--- config.mk ---
export PLATFORM = sky130hd
export DESIGN_NAME = nmos_demux_strobe
export DESIGN_NICKNAME = d
export VERILOG_FILES = /design/src/rtl/nmos_demux_strobe.sv
export SDC_FILE = /design/constraint.sdc
export NUM_CORES = 1
export LEC_CHECK = 0
export CORE_MARGIN = 3
export CORE_UTILIZATION = 35
export CTS_BUF_LIST = sky130_fd_sc_hd__clkbuf_16
export DETAILED_ROUTE_END_ITERATION = 8
export GPL_TIMING_DRIVEN = 0
export PLACE_DENSITY = 0.68
export REMOVE_ABC_BUFFERS = 1
export SLEW_MARGIN = 20
export SYNTH_ARGS = -nofsm -noshare
export SYNTH_HDL_FRONTEND = slang
export SYNTH_SLANG_ARGS = --single-unit
--- constraint.sdc ---
create_clock -name CLK -period 1.5 [get_ports CLK]
set_input_delay 0.3 -clock CLK [delete_from_list [all_inputs] [get_ports CLK]]
set_output_delay 0.3 -clock CLK [all_outputs]
set_load 0.1 [all_outputs]
--- src/rtl/nmos_demux_strobe.sv ---
// nmos_demux_strobe: registered 1-of-2**SEL_W strobe demultiplexer.
// A request in IDLE launches a one-hot strobe on B that lasts exactly
// PULSE_LEN clocks. An internal pointer supplies the index in auto mode,
// advancing (modulo N_OUT) at the end of each auto strobe, with a
// one-cycle WRAP pulse on the N_OUT-1 -> 0 transition.
module nmos_demux_strobe #(
    parameter int SEL_W     = 3,
    parameter int PULSE_LEN = 1
) (
    input  logic                  CLK,
    input  logic                  RST_N,
    input  logic                  A,
    input  logic [SEL_W-1:0]      S,
    input  logic                  AUTO,
    input  logic                  LOAD,
    output logic [2**SEL_W-1:0]   B,
    output logic                  BUSY,
    output logic [SEL_W-1:0]      PTR,
    output logic                  WRAP
);

    localparam int N_OUT = 2 ** SEL_W;
    localparam int CNT_W = $clog2(PULSE_LEN + 1);

    typedef enum logic {
        IDLE  = 1'b0,
        PULSE = 1'b1
    } state_t;

    state_t             state_q, state_d;
    logic [CNT_W-1:0]   cnt_q, cnt_d;
    logic               auto_q, auto_d;
    logic [N_OUT-1:0]   b_q, b_d;
    logic               busy_q, busy_d;
    logic [SEL_W-1:0]   ptr_q, ptr_d;
    logic               wrap_q, wrap_d;
    logic [SEL_W-1:0]   idx_sel;
    logic               ptr_inc;

    // Strobe index chosen at request time: pointer (or the value being
    // loaded into it this edge) in auto mode, otherwise the explicit select.
    assign idx_sel = AUTO ? (LOAD ? S : ptr_q) : S;

    // Next-state logic for the strobe sequencer.
    always_comb begin
        // NOTE: every variable gets a default before the case so no path
        // leaves it unassigned; otherwise synthesis infers a latch.
        state_d = state_q;
        cnt_d   = cnt_q;
        auto_d  = auto_q;
        b_d     = b_q;
        busy_d  = busy_q;
        ptr_inc = 1'b0;

        case (state_q)
            IDLE: begin
                b_d    = '0;
                busy_d = 1'b0;
                if (A) begin
                    b_d     = N_OUT'(1) << idx_sel;
                    busy_d  = 1'b1;
                    cnt_d   = CNT_W'(PULSE_LEN - 1);
                    auto_d  = AUTO;
                    state_d = PULSE;
                end
            end
            PULSE: begin
                // Strobe held; new requests are dropped, not queued.
                if (cnt_q != '0) begin
                    cnt_d = cnt_q - CNT_W'(1);
                end else begin
                    b_d     = '0;
                    busy_d  = 1'b0;
                    ptr_inc = auto_q;
                    state_d = IDLE;
                end
            end
            default: begin
                b_d     = '0;
                busy_d  = 1'b0;
                cnt_d   = '0;
                state_d = IDLE;
            end
        endcase
    end

    // Pointer update: a load always beats a coincident increment, and only
    // an increment out of the top index raises WRAP.
    always_comb begin
        ptr_d  = ptr_q;
        wrap_d = 1'b0;
        if (LOAD) begin
            ptr_d = S;
        end else if (ptr_inc) begin
            ptr_d  = ptr_q + SEL_W'(1);
            wrap_d = (ptr_q == SEL_W'(N_OUT - 1));
        end
    end

    // State and output registers; reset clears the strobe without a clock.
    always_ff @(posedge CLK or negedge RST_N) begin
        // NOTE: clocked state uses non-blocking assignments so every register
        // samples pre-edge values regardless of statement order.
        if (!RST_N) begin
            state_q <= IDLE;
            cnt_q   <= '0;
            auto_q  <= 1'b0;
            b_q     <= '0;
            busy_q  <= 1'b0;
            ptr_q   <= '0;
            wrap_q  <= 1'b0;
        end else begin
            state_q <= state_d;
            cnt_q   <= cnt_d;
            auto_q  <= auto_d;
            b_q     <= b_d;
            busy_q  <= busy_d;
            ptr_q   <= ptr_d;
            wrap_q  <= wrap_d;
        end
    end

    assign B    = b_q;
    assign BUSY = busy_q;
    assign PTR  = ptr_q;
    assign WRAP = wrap_q;

endmodule

---- Word level (Yosys, flattened, before mapping) ----
Cells that the tools add are included.
storage, ports and cells
  register bits after elaboration ......... 16
  word-level logic and storage cells ...... 35
  input bits .............................. 8
  output and inout port bits .............. 13
operators by class
  multiplexer cells ....................... 19
  eq/ne operators ......................... 3
  reductions and logical operators ........ 2
  add/subtract/negate cells ............... 2
  bitwise gates (word level) .............. 1
  shift operators ......................... 1
operator list
  operator                                         count
  2-to-1 mux 8 bit                                 2
  case mux 8 bit (2 select lines)                  1
  2-to-1 mux 3 bit                                 4
  2-to-1 mux 1 bit                                 9
  left shift 1 x 3 -> 8 bit, first input constant  1
  case mux 1 bit (2 select lines)                  3
  != test 2 bit, second input constant             2
  adder 3 x 1 -> 3 bit, second input constant      1
  == test 3 bit, second input constant             1
  AND reduction 2 bit                              1
  nonzero test 2 bit                               1
  NOT 1 bit                                        1
  subtractor 1 bit, second input constant          1

---- Depth between registers and ports, before layout ----
  word-level depth ........................ 5
  mapped depth ............................ 4
  depth with buffers taken out ............ 4

---- Least setup slack after synthesis ----
OpenSTA, ideal clock, no wires.
  path type ............................... register to register
  start ................................... reg ptr_q[0] (netlist: PTR[0])
  end ..................................... reg ptr_q[2] (netlist: PTR[2])
  setup time .............................. 0.126 ns
  stages on the path, launching flop included .. 5
  clock period less this slack ............ 1.785 ns
  arrival time ............................ 1.659 ns
  data required time ...................... 1.374 ns
  slack ................................... -0.285 ns
  cells stage by stage .................... dfrtp_1 > ha_1 > ha_1 > mux2i_1 > o21ai_0
on the way
  longest elaborated chain between the ends .. 3
ends and longest elaborated chain
  item                    line  source
  start, declared         35    logic [SEL_W-1:0] ptr_q, ptr_d;
  start signal, assigned  118   ptr_q <= ptr_d;
  adder 3 x 1 -> 3 bit    95    ptr_d = ptr_q + SEL_W'(1);
  2-to-1 mux 3 bit        94    end else if (ptr_inc) begin
  2-to-1 mux 3 bit        92    if (LOAD) begin
Every way passes these cells. The select of a mux whose other input is x is not followed.
A chain may end at the register's enable or synchronous reset.

---- Final worst setup path ----
  start ................................... reg ptr_q[2] (netlist: PTR[2])
  end ..................................... out PTR[2]
RTL lines
  item           line  source
  end, declared  18    output logic [SEL_W-1:0] PTR,
No word-level cell between the ends.

==> flow_metrics.py <==
metrics = {
    "floorplan": {
        "io_pins": 21,
        "core_mm2": 0.001577,
        "rows": 14,
        "start_util": 0.3857,
        "fp.dieW_um": 47.68,
        "die_area_mm2": 0.002273,
        "fp.dieH_um": 47.68,
    },
    "sta": {
        "max_freq_mhz": 693.0,
        "setup_violations": 0,
        "post-route-min-period_ns": 1.443,
        "rsz0062_at_grt": "false",
        "fin_setup_tns_ns": 0,
        "clock_skew_ns": 0.001533,
        "slew_headroom": 0.6089,
        "drv_slew": 0,
        "setup_slack_ns": 0.05694,
        "finalHoldViolCount": 0,
        "period_share": 0.9620,
        "worst_pin_slew_ns": 0.5848,
    },
    "cells_and_area": {
        "ff_latch_area_um2": 350.3,
        "drive_gt1_frac": 0.2568,
        "final_common_cell": "dfrtp_1",
        "diodes": 0,
        "fin_area_um2": 889.6,
        "area_growth_pct": 46.30,
        "n_fill_cell": 138,
        "final_nets": 85,
        "final_cell_mix": "dfrtp_1 (14), clkdlybuf4s15_2 (9), nand2_1 (7), clkdlybuf4s50_1 (7)",
        "multi_input_area_um2": 246.5,
    },
    "route": {
        "wl_per_cell_um": 12.64,
        "top_layer": "met4",
        "viasPerCell": 5.167,
        "vias": 465,
        "wl_met2_um": 553,
        "wl_met1_um": 472,
        "wl_met3_um": 89,
        "drt_drc_violations_left": 0,
        "routed_wl_um": 1138,
        "firstDrtPassIters": 4,
        "ant_nets": 0,
        "drt_iter0_markers": 12,
    },
    "cts": {
        "clk_latency_ns": 0.24,
        "cts_setup_buffers": 0,
        "h-tree-depth": 1,
        "cts_tree": "done",
        "holdBufCountCts": 0,
        "clock-sinks": 14,
        "clk_pin_slew_ns": 0.04,
        "cts_resized": 45,
        "cts_root_buf": "clkbuf_16",
        "cts.path.max_buffers": 2,
        "cts_made_buffers": 3,
    },
    "grt": {
        "grt-ovfl-total": 0,
        "grt_pass1_vias": 465,
        "grt_pass1_wl_um": 1973,
        "grt_max_degree": 15,
        "antenna_found_initial": 0,
        "grt_use_total": 0.1314,
    },
    "setup_path": {
        "startpoint_type": "register",
        "required_ns": 1.20,
        "end_kind": "output port",
        "path_buf_inv": 1,
        "path_class": "reg2out",
        "cpMaxStageDelayCell": "buf_2",
        "crit_arrival_ns": 1.14,
        "path_max_fanout": 7,
        "worst_path_dominant_cell_family": "buffers and inverters",
        "cp_num_cells": 1,
        "slowest_delay_ns": 0.47,
        "path_cells": "buf_2",
        "r2r_cells": 4,
    },
    "power": {
        "peakVddDrop_uv": 646.5,
        "power_density_mw_per_mm2": 1336,
        "leakage_nw": 0.3973,
        "power_w": 0.001189,
    },
    "yosys": {
        "ys_seq_area_frac": 0.5761,
        "syn_area_per_cell_um2": 11.92,
        "ys_ff_latch": 14,
        "ys_warn_count": 0,
        "yosysUniqueCellTypes": 17,
        "yosys-top-cells-area": "dfrtp_1 (58%), nand2b_1 (6.2%), o22ai_1 (6.2%), nand2_1 (4.3%), ha_1 (4.1%)",
        "synth_top_area_frac": 0.5761,
        "syn_area_um2": 608.1,
        "yosysTopAreaCell": "dfrtp_1",
        "synthCells": 51,
    },
    "place": {
        "place.gp.congestion": 0.7086,
        "placed_area_um2": 817.0,
        "dp_slack_ns": -0.4196,
        "port_buffers": 20,
    },
    "worst_hold_path": {
        "min-delay-path-class": "in2async",
    },
    "flow_run": {
        "maxCapViolCount": 0,
    },
    "outcome": {
        "status": "completed",
    },
}
-- final timing paths --
check / slack [ns] / from / to
min in group CLK: 0.51 / auto_q / auto_q
max in group asynchronous: 0.68 / RST_N / PTR[1]
worst max register to register: 0.21 / PTR[0] / PTR[2]
worst min-delay path: 0.44 / RST_N / B[0]
worst max-delay path: 0.06 / PTR[2] / PTR[2]
worst min register to register: 0.51 / auto_q / auto_q
-- cells in the mapped netlist, drive strengths merged --
master  number
and4bb       1
o21ai        3
o22ai        6
nand3        1
and2b        1
ha           2
nand2b       6
nand2        7
o32ai        2
nand3b       1
buf          1
or2          1
mux2         1
dfrtp       14
mux2i        2
nor3b        1
xor2         1
-- state kept, by name (all words and copies together), names as in the netlist --
| signal | cells |
|---|---|
| auto_q | 1 |
| B | 8 |
| PTR | 3 |
| WRAP | 1 |
| BUSY | 1 |
-- cell families (layout without fill, tap and decap cells) --
| kind of cell | after synthesis | count (layout) | share of synthesized area |
|---|---|---|---|
| mux | 3 | 3 | 0.05144 |
| flops | 14 | 14 | 0.5761 |
| simple gates | 19 | 19 | 0.1831 |
| compound gates | 11 | 11 | 0.1152 |
| buf+inv | 1 | 24 | 0.01852 |
| xor+xnor | 1 | 1 | 0.01441 |
| fa+ha+maj | 2 | 2 | 0.04115 |
-- report_power, final --
group          internal (W)  total [W]  switching [W]  leakage [nW]
clock              0.000351   0.000493       0.000142        0.0385
combinational     0.0000734   0.000272       0.000199         0.174
sequential         0.000402   0.000424      0.0000221         0.185
-- per-layer routing --
metal  vias up  GRT usage
met4         0    0.08065
li1        233          -
met5         -          0
met3         2    0.06015
met1       212     0.1372
met2        18     0.2137
-- cell type report --
| cell class | instances | area share |
|---|---|---|
| Clock buffer | 3 | 0.08439 |
| Clock inverter | 1 | 0.004219 |
| Multi-Input combinational cell | 36 | 0.2771 |
| Sequential cell | 14 | 0.3938 |
| Tap cell | 16 | 0.02250 |
| Timing Repair Buffer | 20 | 0.2180 |
-- metrics by stage --
stage / hold WS [ns] / instances / utilization
2_1_floorplan: 0.004409 / 50 / -
3_3_place_gp: 0.4943 / 86 / 0.5183
3_5_place_dp: 0.5033 / 86 / 0.5183
4_1_cts: 0.4674 / 90 / 0.5667
5_1_grt: 0.5124 / 90 / 0.5643
6_report: 0.4366 / 90 / 0.5643
(Power assumes the default switching activity.)
